==> src/rtl/mem_if_pkg.sv <==
// Shared definitions for the valid/ready single-port memory interface and its BIST initiator.
package mem_if_pkg;

    localparam int unsigned DEF_WIDTH   = 32;
    localparam int unsigned DEF_DEPTH   = 32;
    localparam int unsigned DEF_TIMEOUT = 64;
    localparam int unsigned PAT_W       = 64;

    typedef enum logic [2:0] {
        IDLE   = 3'd0,
        WR     = 3'd1,
        WR_GAP = 3'd2,
        RD     = 3'd3,
        RD_GAP = 3'd4,
        DONE   = 3'd5
    } state_e;

    // Test pattern: seed + address; callers truncate to their data width.
    function automatic logic [PAT_W-1:0] pattern_data(input logic [PAT_W-1:0] seed,
                                                      input logic [PAT_W-1:0] addr);
        return seed + addr;
    endfunction

endpackage

==> src/rtl/mem_ready_watchdog.sv <==
// Handshake watchdog: counts enabled cycles, flags the cycle in which the count would reach TIMEOUT.
module mem_ready_watchdog #(
    parameter int unsigned TIMEOUT = 64
) (
    input  logic clk_i,
    input  logic rst_i,
    input  logic clr_i,
    input  logic en_i,
    output logic expired_c_o
);

    localparam int unsigned CW = $clog2(TIMEOUT + 1);

    logic [CW-1:0] cnt_q;

    always_ff @(posedge clk_i) begin
        if (!rst_i) begin
            cnt_q <= '0;
        end else if (clr_i) begin
            cnt_q <= '0;
        end else if (en_i) begin
            cnt_q <= cnt_q + CW'(1);
        end
    end

    assign expired_c_o = en_i && (cnt_q == CW'(TIMEOUT - 1));

endmodule

==> src/rtl/mem_bist_initiator.sv <==
// Memory BIST initiator: writes seed+addr to every location, reads back, compares, reports status.
module mem_bist_initiator
    import mem_if_pkg::*;
#(
    parameter int unsigned WIDTH      = DEF_WIDTH,
    parameter int unsigned DEPTH      = DEF_DEPTH,
    parameter int unsigned ADDR_WIDTH = $clog2(DEPTH),
    parameter int unsigned TIMEOUT    = DEF_TIMEOUT
) (
    input  logic                  clk_i,
    input  logic                  rst_i,
    input  logic                  start_i,
    input  logic [WIDTH-1:0]      seed_i,
    output logic [ADDR_WIDTH-1:0] addr_o,
    output logic                  wr_rd_o,
    output logic [WIDTH-1:0]      wdata_o,
    input  logic [WIDTH-1:0]      rdata_i,
    output logic                  valid_o,
    input  logic                  ready_i,
    output logic                  busy_o,
    output logic                  done_o,
    output logic                  pass_o,
    output logic [ADDR_WIDTH:0]   err_cnt_o,
    output logic [ADDR_WIDTH-1:0] first_err_addr_o,
    output logic                  timeout_o
);

    localparam int unsigned AW = ADDR_WIDTH;
    localparam int unsigned EW = ADDR_WIDTH + 1;

    state_e          state_q, state_d;
    logic [AW-1:0]   addr_q, addr_d;
    logic [WIDTH-1:0] seed_q, seed_d;
    logic [EW-1:0]   err_q, err_d;
    logic [AW-1:0]   ferr_q, ferr_d;
    logic            mis_q, mis_d;
    logic            tmo_q, tmo_d;
    logic            valid_q, valid_d;
    logic            wr_q, wr_d;
    logic            busy_q, busy_d;
    logic            done_q, done_d;
    logic            pass_q, pass_d;
    logic [WIDTH-1:0] wdata_q, wdata_d;

    logic            in_xfer;
    logic            last_addr;
    logic            wd_en, wd_clr, wd_exp;
    logic [WIDTH-1:0] exp_rdata;

    assign in_xfer   = (state_q == WR) || (state_q == RD);
    assign last_addr = (addr_q == AW'(DEPTH - 1));
    assign exp_rdata = WIDTH'(pattern_data(PAT_W'(seed_q), PAT_W'(addr_q)));

    // Watchdog only runs while a request is outstanding and unanswered.
    assign wd_en  = in_xfer && !ready_i;
    assign wd_clr = !wd_en;

    mem_ready_watchdog #(
        .TIMEOUT (TIMEOUT)
    ) u_watchdog (
        .clk_i       (clk_i),
        .rst_i       (rst_i),
        .clr_i       (wd_clr),
        .en_i        (wd_en),
        .expired_c_o (wd_exp)
    );

    always_comb begin
        state_d = state_q;
        addr_d  = addr_q;
        seed_d  = seed_q;
        err_d   = err_q;
        ferr_d  = ferr_q;
        mis_d   = 1'b0;
        tmo_d   = tmo_q;

        case (state_q)
            IDLE, DONE: begin
                if (start_i) begin
                    state_d = WR;
                    seed_d  = seed_i;
                    addr_d  = '0;
                    err_d   = '0;
                    ferr_d  = '0;
                    tmo_d   = 1'b0;
                end
            end
            WR: begin
                if (wd_exp) begin
                    state_d = DONE;
                    tmo_d   = 1'b1;
                end else if (ready_i) begin
                    state_d = WR_GAP;
                end
            end
            WR_GAP: begin
                if (last_addr) begin
                    addr_d  = '0;
                    state_d = RD;
                end else begin
                    addr_d  = addr_q + AW'(1);
                    state_d = WR;
                end
            end
            RD: begin
                if (wd_exp) begin
                    state_d = DONE;
                    tmo_d   = 1'b1;
                end else if (ready_i) begin
                    mis_d   = (rdata_i != exp_rdata);
                    state_d = RD_GAP;
                end
            end
            RD_GAP: begin
                // Registered compare result is folded into the counters during the gap.
                if (mis_q) begin
                    err_d = err_q + EW'(1);
                    if (err_q == '0) begin
                        ferr_d = addr_q;
                    end
                end
                if (last_addr) begin
                    state_d = DONE;
                end else begin
                    addr_d  = addr_q + AW'(1);
                    state_d = RD;
                end
            end
            default: begin
                state_d = IDLE;
            end
        endcase

        valid_d = (state_d == WR) || (state_d == RD);
        wr_d    = (state_d == WR);
        busy_d  = (state_d == WR) || (state_d == WR_GAP) || (state_d == RD) || (state_d == RD_GAP);
        done_d  = (state_d == DONE);
        pass_d  = done_d && (err_d == '0) && !tmo_d;
        wdata_d = (state_d == WR) ? WIDTH'(pattern_data(PAT_W'(seed_d), PAT_W'(addr_d))) : '0;
    end

    always_ff @(posedge clk_i) begin
        if (!rst_i) begin
            state_q <= IDLE;
            addr_q  <= '0;
            seed_q  <= '0;
            err_q   <= '0;
            ferr_q  <= '0;
            mis_q   <= 1'b0;
            tmo_q   <= 1'b0;
            valid_q <= 1'b0;
            wr_q    <= 1'b0;
            busy_q  <= 1'b0;
            done_q  <= 1'b0;
            pass_q  <= 1'b0;
            wdata_q <= '0;
        end else begin
            state_q <= state_d;
            addr_q  <= addr_d;
            seed_q  <= seed_d;
            err_q   <= err_d;
            ferr_q  <= ferr_d;
            mis_q   <= mis_d;
            tmo_q   <= tmo_d;
            valid_q <= valid_d;
            wr_q    <= wr_d;
            busy_q  <= busy_d;
            done_q  <= done_d;
            pass_q  <= pass_d;
            wdata_q <= wdata_d;
        end
    end

    assign addr_o           = addr_q;
    assign wr_rd_o          = wr_q;
    assign wdata_o          = wdata_q;
    assign valid_o          = valid_q;
    assign busy_o           = busy_q;
    assign done_o           = done_q;
    assign pass_o           = pass_q;
    assign err_cnt_o        = err_q;
    assign first_err_addr_o = ferr_q;
    assign timeout_o        = tmo_q;

endmodule

==> config.mk <==
export PLATFORM = sky130hd
export DESIGN_NAME = mem_bist_initiator
export DESIGN_NICKNAME = d
export VERILOG_FILES = /design/src/rtl/mem_if_pkg.sv /design/src/rtl/mem_ready_watchdog.sv /design/src/rtl/mem_bist_initiator.sv
export SDC_FILE = /design/constraint.sdc
export NUM_CORES = 1
export LEC_CHECK = 0
export CAP_MARGIN = 20
export CORE_AREA = 2 2 104 106
export CTS_CLUSTER_DIAMETER = 120
export DETAILED_ROUTE_END_ITERATION = 7
export DIE_AREA = 0 0 106 108
export PLACE_DENSITY_LB_ADDON = 0.15
export SLEW_MARGIN = 15
export SYNTH_ARGS = -nofsm -noshare
export SYNTH_HDL_FRONTEND = slang
export SYNTH_SLANG_ARGS = --single-unit
==> constraint.sdc <==
create_clock -name clk_i -period 5.9 [get_ports clk_i]
set_input_delay 0.59 -clock clk_i [delete_from_list [all_inputs] [get_ports clk_i]]
set_output_delay 0.59 -clock clk_i [all_outputs]
set_load 0.05 [all_outputs]
# --- Yosys cells after proc, flatten, opt, wreduce, memory -nomap -nowiden ---
# Index checks and enable logic that the tools add are counted.
word_totals:
  ff_bits: 97
  latch_bits: 0
  ramBits: 0
  rom_bits: 0
  out_inout_bits: 54
  n_memories: 0
op_classes:
  addsub: 5
  n_mul: 0
  div_mod_pow: 0
  magnitude_cmp: 0
  eq_ne: 16
  shift: 0
  muxes: 24
  bitwise_logic: 3
  n_reduce_logical: 21
ops:
  columns: ["cell", "n"]
  rows:
  - ["$add 32x5->32", 2]
  - ["$mux 32", 2]
  - ["$ne 32x32->1", 1]
  - ["$mux 5", 6]
  - ["$mux 3", 6]
  - ["$pmux 3 s5", 1]
  - ["$pmux 5 s3", 1]
  - ["$eq 3x2->1 const B", 4]
  - ["$eq 3x3->1 const B", 4]
  - ["$logic_not 6->1", 2]
  - ["$mux 6", 2]
  - ["$pmux 6 s2", 1]
  - ["$pmux 5 s2", 1]
  - ["$add 7x1->7 const B", 1]
  - ["$eq 7x6->1 const B", 1]
  - ["$add 6x1->6 const B", 1]
  - ["$eq 3x1->1 const B", 2]
  - ["$ne 2x2->1 const B", 3]
  - ["$add 5x1->5 const B", 1]
  - ["$eq 5x5->1 const B", 1]
  - ["$logic_or 1x1->1", 5]
  - ["$logic_and 1x1->1", 4]
  - ["$reduce_and 2->1", 2]
  - ["$reduce_and 4->1", 1]
  - ["other kinds (9)", 14]

# --- Longest topological paths before layout ---
# Gate-level depths: netlist (run 1).
depth:
  word_depth: 10
  ltp_mapped: 16
  ltp_nobuf: 16

# --- Cells and area by module ---
# Synthesis (run 1) repeated with hierarchy kept, for this count alone.
hier_totals:
  cells_unflattened: 706
  hier_area_um2: 5788.1
modules_own_cells:
  columns: ["mod", "n_inst", "cells_each", "area_each_um2", "seq_area_each_um2"]
  rows:
  - ["mem_bist_initiator", 1, 675, 5505.3, 1801.7]
  - ["mem_ready_watchdog", 1, 31, 282.8, 140.1]

# --- Worst setup path after synthesis (run 1) ---
# OpenSTA, ideal clock, no wires.
synth_timing:
  path_type: "input-to-reg"
  start: "in start_i"
  end: "reg wdata_q[29] (netlist: wdata_o[29])"
  setup_ns: 0.130
  arrival_ns: 3.965
  t_required_ns: 5.770
  slack_ns: 1.804
  cell_stages: 15
  cell_sequence: "nand2b_1 nor2_1 clkbuf_1 clkbuf_1 clkbuf_1 nand2_1 nand2_1 ha_1 a21o_1 a21oi_1 o21bai_1 a21oi_1 nor4_4 nor4b_1 mux2i_1"
synth_lines:
  columns: ["item", "line", "source"]
  rows:
  - ["from (decl)", "mem_bist_initiator.sv:12", "input logic start_i,"]
  - ["$mux 32", "mem_bist_initiator.sv:79", "if (start_i) begin"]
  - ["$mux 32", "mem_bist_initiator.sv:77", "case (state_q)"]
  - ["net seed_d[1]", "mem_bist_initiator.sv:33", "logic [WIDTH-1:0] seed_q, seed_d;"]
  - ["$add 32x5->32", "mem_if_pkg.sv:21", "return seed + addr;"]
  - ["to (signal assigned)", "mem_bist_initiator.sv:170", "wdata_q <= wdata_d;"]
  - ["to (decl)", "mem_bist_initiator.sv:43", "logic [WIDTH-1:0] wdata_q, wdata_d;"]
# The timed path passes the listed nets, and every way through them passes these cells.
# A chain may end at the register's enable or synchronous reset.

# --- Final worst setup path (run 1) ---
layout_timing:
  start: "reg addr_q[1] (netlist: addr_o[1])"
  end: "reg wdata_q[22] (netlist: wdata_o[22])"
layout_lines:
  columns: ["item", "line", "source"]
  rows:
  - ["from (decl)", "mem_bist_initiator.sv:32", "logic [AW-1:0] addr_q, addr_d;"]
  - ["from (signal assigned)", "mem_bist_initiator.sv:159", "addr_q <= addr_d;"]
  - ["$eq 5x5->1 *", "mem_bist_initiator.sv:51", "assign last_addr = (addr_q == AW'(DEPTH - 1));"]
  - ["$mux 5, on equally long branches", "mem_bist_initiator.sv:122, mem_bist_initiator.sv:97", null]
  - ["$pmux 5 s3 *", "mem_bist_initiator.sv:77", null]
  - ["net addr_d[0]", "mem_bist_initiator.sv:32", null]
  - ["$add 32x5->32 *", "mem_if_pkg.sv:21", null]
# Mark *: on every way through the listed nets, which the timed path passes. The rest lies on a longest branch.

==> flow_summary_export.csv, run 1 <==
group,metric,value,unit
status,status,"finished, final reports clean",
die,core,0.0102,mm2
job,maxCapViolations,0,
yosys,synth_edf_count,0,
worst_setup_path,r2r-end,"wdata_o[22]",
hold_path,hold_path_depth,2,
global_routing,grt_first_pass_wirelength,27100,um
route,drt-pass1-iter-count,6,
worst_setup_path,worstSetupStartpointType,"flop",
cells_and_area,nets,888,
cells_and_area,stdcell_count,941,
clock_tree,cts_tree,"yes",
yosys,yosys.area.top_type,"dfxtp_1",
route,viasPerCell,6.08,
die,die_h,108,um
timing,fmax,0.231,GHz
clock_tree,clkSinkCount,97,
worst_setup_path,reg2reg_slack,1.57,ns
placed_design,placed_area,0.00700,mm2
route,wl_per_cell,18.5,um
worst_setup_path,crit_top_cell,"ha_1",
die,start_util,55.8,%
timing,min_period,4.33,ns
yosys,ys_seq_elements,97,
yosys,yosysSeqAreaShare,34.0,%
route,drc,0,
timing,drv_slew,0,
cells_and_area,layout-drive-gt1-share,3.35,%
global_routing,grtUsageTotal,30.0,%
cells_and_area,antenna_cells,0,
placed_design,dp_cells,926,
route,drt-total-wl,17400,um
worst_setup_path,max_stage_delay,0.64,ns
yosys,synthCells,698,
timing,hold_ws,0.475,ns
die,ioPinCount,122,
yosys,syn_area,0.00571,mm2
clock_tree,post_cts_buffers,0,
hold_path,whs_endpoint,"first_err_addr_o[1]",
yosys,synth_nets,785,
worst_setup_path,crit_chain,"ha_1 > and3_1 > ha_1 > inv_1 > ha_1 > nor2_1 > a221o_1 > ha_1 > fa_1 > a21o_1 > a21oi_1 > o21bai_1 > nand4b_1 > a2111oi_0 > xor2_1 > nor2_1",
worst_setup_path,critPathLaunch,"addr_o[1]",
yosys,post-synth-top-area-fraction,34.0,%
worst_setup_path,cp-end-kind,"flop",
cells_and_area,final_common_cell,"clkdlybuf4s50_1",
yosys,synth_area_leaders,"dfxtp_1 34%, nor2_1 6.2%, xnor2_1 5.4%",
clock_tree,htreeDepth,3,
die,die_w,106,um
global_routing,grt_max_degree,38,
clock_tree,cts_made_buffers,9,
clock_tree,clk_pin_slew,0.09,ns
placed_design,portBuffers,121,
placed_design,dpl.hpwl,13000,um
yosys,synth_flop_cell,"dfxtp_1",
yosys,ys_async_sr_fraction,0,%
power_and_ir_drop,leakagePower,0.00265,uW
worst_setup_path,path_max_fanout,8,
timing,final.period_utilization,73.4,%
global_routing,antenna_found_initial,0,
yosys,yosys_warnings,0,
clock_tree,root_buffer,"clkbuf_8",
die,die_area,0.0114,mm2
cells_and_area,fin_util,70.7,%
timing,rsz0062_at_grt,"false",
die,num_rows,37,
cells_and_area,area_growth,26.6,%
timing,fin_skew,0.0100,ns
timing,tightest_slew,1.02,ns
yosys,syn_avg_cell_area,8.18,um2
route,drt_iter0_markers,602,
yosys,synth_cell_types,67,
worst_setup_path,required,6.14,ns
hold_path,hp-class,"reg -> reg",
placed_design,gp_congestion,0.920,
timing,relSlewSlack,32.2,%
timing,setup_viol_count_final,0,
worst_setup_path,timing.rr.start,"addr_o[1]",
cells_and_area,fin_area,0.00723,mm2
power_and_ir_drop,power.density,214,mW/mm2
timing,hold_viol_final,0,
power_and_ir_drop,ir_worst_vdd,210,uV
clock_tree,cts_resized,0,
timing,tns,0,ns
hold_path,min_from,"first_err_addr_o[1]",
clock_tree,max-clock-path-buffers,2,
clock_tree,clock_latency,0.37,ns
global_routing,grt_pass1_vias,5350,
route,ant_nets,0,
cells_and_area,fillers,837,
worst_setup_path,path_class,"reg -> reg",
global_routing,grt-ovfl-total,0,
cells_and_area,layout_common_cells,"121 x clkdlybuf4s50_1, 97 x dfxtp_1, 94 x nor2_1",
clock_tree,holdBufCountCts,0,
route,vias,5720,
worst_setup_path,cp.arrival,4.57,ns
worst_setup_path,cp_slowest_cell,"a2111oi_0",
worst_setup_path,worstRegToRegCells,16,
==> cell usage after synthesis (4+ instances only) <==
| master | count |
|---|---|
| inv_1 | 17 |
| and3_1 | 16 |
| nor4_1 | 13 |
| and2_1 | 19 |
| nor3_1 | 20 |
| nor2b_1 | 8 |
| a211oi_1 | 4 |
| o211ai_1 | 5 |
| a31oi_1 | 12 |
| xor2_1 | 32 |
| clkbuf_1 | 31 |
| nand3_1 | 31 |
| nand2b_1 | 12 |
| o2111ai_1 | 5 |
| o21ai_0 | 17 |
| a21o_1 | 9 |
| nor2_1 | 95 |
| a221o_1 | 4 |
| a21oi_1 | 38 |
| xnor2_1 | 35 |
| nand2_1 | 45 |
| nand4_1 | 18 |
| nor4b_1 | 5 |
| dfxtp_1 | 97 |
| ha_1 | 17 |
| mux2i_1 | 26 |
==> routing by layer <==
metal | track usage, % | vias up | wire [um]
li1 | - | 2711 | -
met1 | 42.6 | 2646 | 7640
met2 | 45.6 | 328 | 7570
met3 | 6.03 | 35 | 1790
met4 | 10.7 | 0 | 376
met5 | 0 | - | 0
==> cells by family after synthesis <==
family,share of synthesized area (%)
adders and majority gates,4.43
buffers and inverters,3.29
DFF,34.0
xor gates and xnor gates,10.8
AOI/OAI and AO/OA,15.2
and+or+nand+nor,27.5
muxes,4.75
==> layout make-up <==
cell class	count	area (um2)	share of cell area (%)
clock inverter	2	60.1	0.831
inverter	18	67.6	0.934
timing repair buffer	124	1230	17.1
multi-input combinational	551	3590	49.6
sequential	97	1940	26.9
clock buffer	13	169	2.34
tap	136	170	2.35
==> power by group <==
group / leakage (uW) / total, uW / internal, uW / switching, uW
clock: 0.000116 / 493 / 272 / 221
sequential: 0.000790 / 721 / 685 / 36.4
combinational: 0.00175 / 335 / 140 / 195
total: 0.00265 / 1550 / 1100 / 453
==> critical path, delay by kind of cell (launching register included) <==
family | cells | cell delay [ns]
fa+ha+maj | 5 | 1.32
compound gates | 5 | 1.30
simple gates | 4 | 0.74
flops | 1 | 0.50
xor+xnor | 1 | 0.20
buf+inv | 1 | 0.14
==> how the worst max path moves through the flow <==
stage                       end  slack [ns]  depth (start not counted)
finish              wdata_o[22]        1.57                         16
CTS                 wdata_o[27]        1.65                         13
global placement    wdata_o[27]        1.45                         13
floorplan           wdata_o[29]        1.80                         15
global route        wdata_o[22]        1.19                         16
detailed placement  wdata_o[27]        1.29                         13
==> registers in the layout, indices dropped and copies added, names as in the netlist <==
signal,count
pass_o,1
mis_q,1
valid_o,1
done_o,1
busy_o,1
state_q,3
u_watchdog.cnt_q,7
seed_q,32
timeout_o,1
wr_rd_o,1
err_cnt_o,6
addr_o,5
first_err_addr_o,5
wdata_o,32
==> per-stage QoR <==
stage	setup WS (ns)	total power (uW)
after floorplan	1.80	933
after global placement	1.45	1060
after detailed placement	1.29	1060
after CTS	1.65	1550
after global routing	1.19	1600
final	1.57	1550
No activity file was read; power rests on OpenSTA's default activity.
==> inputs of run 2 (changes only) <==
--- a/config.mk
+++ b/config.mk
@@ -6,10 +6,10 @@
 export NUM_CORES = 1
 export LEC_CHECK = 0
 export CAP_MARGIN = 20
-export CORE_AREA = 2 2 104 106
+export CORE_AREA = 2 2 108 110
 export CTS_CLUSTER_DIAMETER = 120
 export DETAILED_ROUTE_END_ITERATION = 7
-export DIE_AREA = 0 0 106 108
+export DIE_AREA = 0 0 110 112
 export PLACE_DENSITY_LB_ADDON = 0.15
 export SLEW_MARGIN = 15
 export SYNTH_ARGS = -nofsm -noshare
==> constraint.sdc (replaced) <==
create_clock -name clk_i -period 4.5 [get_ports clk_i]
set_input_delay 0.45 -clock clk_i [delete_from_list [all_inputs] [get_ports clk_i]]
set_output_delay 0.45 -clock clk_i [all_outputs]
set_load 0.05 [all_outputs]
==> flow_summary_export.csv, run 2 (same netlist as run 1, synthesis figures left out) <==
group,metric,value,unit
status,status,"finished, final reports clean",
clock_tree,cts_tree,"yes",
clock_tree,post_cts_buffers,0,
placed_design,gp_congestion,0.915,
job,maxCapViolations,0,
placed_design,dp_cells,940,
clock_tree,root_buffer,"clkbuf_16",
route,vias,5681,
timing,tns,0,ns
placed_design,dpl.hpwl,13900,um
route,wl_per_cell,19.1,um
timing,tightest_slew,0.807,ns
global_routing,grt-ovfl-total,0,
hold_path,hp-class,"reg -> reg",
route,drt-pass1-iter-count,5,
worst_setup_path,required,4.73,ns
worst_setup_path,worstSetupStartpointType,"flop",
worst_setup_path,cp-end-kind,"flop",
power_and_ir_drop,leakagePower,0.00272,uW
timing,min_period,4.16,ns
clock_tree,max-clock-path-buffers,2,
power_and_ir_drop,totalPowerFinal,2200,uW
route,drt_iter0_markers,508,
die,die_w,110,um
timing,final.period_utilization,92.4,%
timing,setup_slack,0.343,ns
die,core,0.0112,mm2
route,viasPerCell,5.94,
cells_and_area,fillers,961,
clock_tree,clock_latency,0.35,ns
die,start_util,51.1,%
cells_and_area,final_common_cell,"clkdlybuf4s50_1",
timing,fmax,0.241,GHz
clock_tree,cts_made_buffers,9,
die,die_area,0.0123,mm2
worst_setup_path,path_class,"reg -> reg",
power_and_ir_drop,ir_worst_vdd,260,uV
timing,hold_viol_final,0,
route,ant_nets,0,
global_routing,grt_first_pass_wirelength,28700,um
placed_design,placed_area,0.00706,mm2
cells_and_area,area_growth,29.2,%
clock_tree,holdBufCountCts,0,
cells_and_area,multi_input_area,0.00359,mm2
die,num_rows,39,
clock_tree,clk_pin_slew,0.07,ns
power_and_ir_drop,power.density,298,mW/mm2
cells_and_area,nets,895,
cells_and_area,layout-drive-gt1-share,4.43,%
timing,drv_slew,0,
global_routing,grt_max_degree,30,
worst_setup_path,cp.arrival,4.38,ns
die,ioPinCount,122,
route,drc,0,
placed_design,portBuffers,121,
timing,fin_skew,0.00535,ns
global_routing,antenna_found_initial,0,
worst_setup_path,path_max_fanout,8,
global_routing,grt_pass1_vias,5508,
placed_design,pre_cts_ws,0.438,ns
timing,setup_viol_count_final,0,
cells_and_area,antenna_cells,0,
cells_and_area,ff_latch_area,0.00194,mm2
worst_setup_path,reg2reg_slack,0.34,ns
cells_and_area,fin_area,0.00738,mm2
timing,relSlewSlack,45.7,%
cells_and_area,stdcell_count,956,
timing,rsz0062_at_grt,"false",
global_routing,grtUsageTotal,30.1,%
route,drt-total-wl,18200,um
die,die_h,112,um
cells_and_area,layout_common_cells,"121 x clkdlybuf4s50_1, 97 x dfxtp_1, 94 x nor2_1",
clock_tree,clkSinkCount,97,
clock_tree,cts_resized,0,
clock_tree,htreeDepth,3,
-- run 2: cell types whose count changed in the layout (fill, tap and decap cells not counted) --
cell        previous run  this run
clkbuf_8              12         2
clkbuf_16              0         9
buf_4                  3        10
clkinvlp_4             0         2
bufinv_16              2         1
clkbuf_1               1         0
clkinv_4               0         1
inv_6                  0         1
-- run 2: routing by layer --
layer,part of all wire [%],track usage (%),vias to the layer above,routed length (um)
li1,-,-,2726,-
met1,44,41.2,2706,7990
met2,48,49.1,229,8780
met3,6.5,4.92,20,1180
met4,1.5,7.34,0,276
met5,0,0,-,0
-- run 2: layout make-up --
type                    count  share of cell area, %
clock inverters             5                  0.848
clock buffers              11                   3.43
well taps                 143                   2.42
repair buffers            131                   17.4
flip-flops and latches     97                   26.3
inverters                  18                  0.916
multi-input cells         551                   48.6
-- run 2: power breakdown --
group | switching, uW | total, uW | internal (uW) | leakage, uW
clock | 341 | 805 | 464 | 0.000148
sequential | 47.3 | 945 | 898 | 0.000790
combinational | 259 | 446 | 187 | 0.00178
total | 647 | 2200 | 1550 | 0.00272
-- run 2: final timing paths --
kind                            start                  end  cells after the start
setup / recovery            addr_o[1]          wdata_o[22]                     16
hold / removal    u_watchdog.cnt_q[0]  u_watchdog.cnt_q[0]                      1
setup reg to reg            addr_o[1]          wdata_o[22]                     16
hold reg to reg   u_watchdog.cnt_q[0]  u_watchdog.cnt_q[0]                      1
-- run 2: through the flow --
| step | utilization, % | hold WS [ns] |
|---|---|---|
| 6_report | 66.0 | 0.468 |
| 5_1_grt | 66.0 | 0.500 |
| 4_1_cts | 66.0 | 0.471 |
| 3_5_place_dp | 63.2 | 0.456 |
| 3_3_place_gp | 63.2 | 0.444 |
| 2_1_floorplan | - | 0.430 |
-- run 2: critical path, stage by stage (launching register included) --
cell and delay [ns]:
dfxtp_1 0.50, ha_1 0.26, and3_1 0.20, ha_1 0.31
inv_1 0.15, ha_1 0.30, nor2_1 0.13, a221o_1 0.17
ha_1 0.20, fa_1 0.23, a21o_1 0.13, a21oi_1 0.10
o21bai_1 0.20, nand4b_1 0.36, a2111oi_0 0.56, xor2_1 0.19
nor2_1 0.06
==> RTL change: new RTL, settings of run 2 <==
Register the output `timeout_o` once more, without a reset; this adds one clock of latency there. The other outputs are not delayed to match.
--- a/src/rtl/mem_bist_initiator.sv
+++ b/src/rtl/mem_bist_initiator.sv
@@ -182,3 +182,5 @@
     assign first_err_addr_o = ferr_q;
-    assign timeout_o        = tmo_q;
+    always_ff @(posedge clk_i) begin
+        timeout_o <= tmo_q;
+    end
 
Check against the original RTL: no difference found for any inputs over 4 cycles, from zero or initial values and one cycle with rst_i low; that may be too few to reach the edited logic, so the function may still have changed.
==> RTL change against run 2 <==
- final area grew 0.64%
- count of clock-buffer cells in the layout shrank 2
- die area is the same
- setup slack gained 0.071 ns
- hold slack lost 0.093 ns
- sequential cell count grew 1
- fmax grew 1.7%
- routed wire length shrank 1.0%
- area after synthesis grew 0.35%
- total power grew 4.3%
- critical endpoint unchanged
==> RTL change: results (changes against run 2) <==
.. list-table::
   :header-rows: 1

   * - Metric
     - Value
   * - Top post-synthesis cells by area
     - dfxtp_1 (34%), nor2_1 (6.2%), xnor2_1 (5.3%), xor2_1 (4.9%), mux2i_1 (4.5%)
   * - Reg2reg start
     - addr_o[1]
   * - Setup Slack @ Placement
     - 0.482 ns (+0.0437 ns)
   * - Multi-input combinational cell area
     - 3590 um2 (about the same)
   * - Complex-gate fraction of the synthesized area
     - 15.2% (-0.053 points)
   * - Achievable Freq
     - 245 MHz (+1.7%)
   * - Skew final
     - 0.00963 ns (+0.00428 ns)
   * - Nets
     - 895 (unchanged)
   * - Hold buffer count at cts
     - 0 (unchanged)
   * - Global-route wire length before repair
     - 28.3 mm (-1.3%)
   * - Leakage power
     - 2.74 nW (+0.82%)
   * - Share of layout cells above drive strength 1
     - 4.31% (-0.12 points)
   * - Fraction of synthesized area in multiplexers
     - 4.74% (-0.017 points)
   * - Largest incremental delay on the critical path
     - 0.58 ns (+0.02 ns)
   * - WL/cell
     - 18.9 um (-1.0%)
   * - Initial DRC Count
     - 487 (-4.1%)
   * - Gp weighted congestion
     - 0.884 (-3.4%)
   * - Status
     - completed
   * - Synthesized-area fraction occupied by adder cells
     - 4.41% (-0.015 points)
   * - Transition time at the pin with the least slew margin
     - 0.812 ns (+0.00489 ns)
   * - Cell-internal power
     - 0.00164 W (+6.0%)
   * - Count of non-filler cells in the finished layout
     - 956 (unchanged)
   * - Standard cell with the maximum stage delay on the critical path
     - a2111oi_1
   * - Post-synthesis net count
     - 786 (+0.13%)
   * - Post-synthesis xor/xnor area fraction
     - 10.8% (-0.038 points)
   * - Data arrival time of the critical path
     - 4.33 ns (-0.05 ns)
   * - Per-instance average area after synthesis
     - 8.20 um2 (+0.21%)
   * - H-tree levels
     - 3 (unchanged)
   * - Port bufs
     - 121 (unchanged)
   * - Number of detailed-routing iterations run before antenna repair
     - 5 (unchanged)
   * - HPWL after detailed placement
     - 13.7 mm (-1.5%)
   * - Post-detailed-placement cell area
     - 7080 um2 (+0.18%)
   * - Worst reg-to-reg setup slack
     - 0.41 ns (+0.07 ns)
   * - Vias per cell
     - 6.02 (+1.2%)
   * - Post-synth top cells
     - dfxtp_1 (98), nor2_1 (95), nand2_1 (45)
   * - Vias in the first global route
     - 5,553 (+0.82%)
   * - Global routing usage summed across all routing layers
     - 29.5% (-0.56 points)
   * - Register area share after synthesis
     - 34.2% (+0.23 points)
   * - Total negative slack
     - 0 ns (unchanged)
   * - VDD IR-drop max
     - 0.262 mV (+0.57%)
   * - Share of flip-flops with an asynchronous set or reset
     - 0% (unchanged)
   * - Worst Reg2Reg Path Length in Cells
     - 16 (unchanged)
   * - Pin count of the biggest net entering global routing
     - 32 (+6.7%)
   * - Maximum fanout along the worst path
     - 8 (unchanged)
   * - Count of unique library cells instantiated by Yosys
     - 67 (unchanged)
   * - Layout filler cell count
     - 945 (-1.7%)
-- RTL change: final cells by class --
class                      count  share of cell area [%]
sequential                    98                    26.4
clock inverter                 7                    1.67
clock buffer                   9                    3.03
tap                          143                    2.41
timing repair buffer         130                    17.2
multi-input combinational    551                    48.3
inverter                      18                   0.910
-- RTL change: how the worst min path moves through the flow --
| stage | slack (ns) | from | end | cells past startpoint |
|---|---|---|---|---|
| after floorplan | 0.33 | tmo_q | timeout_o | 0 |
| after global placement | 0.36 | tmo_q | timeout_o | 0 |
| after detailed placement | 0.36 | tmo_q | timeout_o | 0 |
| after CTS | 0.37 | tmo_q | timeout_o | 0 |
| after global routing | 0.37 | tmo_q | timeout_o | 0 |
| final | 0.37 | tmo_q | timeout_o | 0 |
-- RTL change: cell families (layout without fill, tap and decap cells) --
| kind of cell | Yosys count | after routing |
|---|---|---|
| AND/OR/NAND/NOR | 306 | 306 |
| AO/OA/AOI/OAI | 130 | 130 |
| flip-flops | 98 | 98 |
| XOR/XNOR | 69 | 69 |
| buffers and inverters | 50 | 164 |
| multiplexers | 27 | 27 |
| adder cells (fa/ha/maj) | 19 | 19 |
-- RTL change: per-layer routing --
| metal | part of all wire [%] | global-route usage [%] |
|---|---|---|
| met4 | 1.3 | 7.51 |
| met3 | 7.5 | 6.38 |
| met1 | 43 | 39.7 |
| met2 | 48 | 47.7 |
| met5 | 0 | 0 |
-- RTL change: power groups by stage --
stage	registers (W)	clock network (W)	logic, W
final	0.000953	0.000892	0.000446
after floorplan	0.00101	0	0.000219
after detailed placement	0.000971	0	0.000438
after CTS	0.000952	0.000899	0.000442
after global routing	0.000958	0.000936	0.000476
after global placement	0.000971	0	0.000432
-- RTL change: what timing repair did --
item                       4_1_cts  5_1_grt
buffers inserted                 0        0
resized for setup                0        1
setup endpoints to repair        0        1
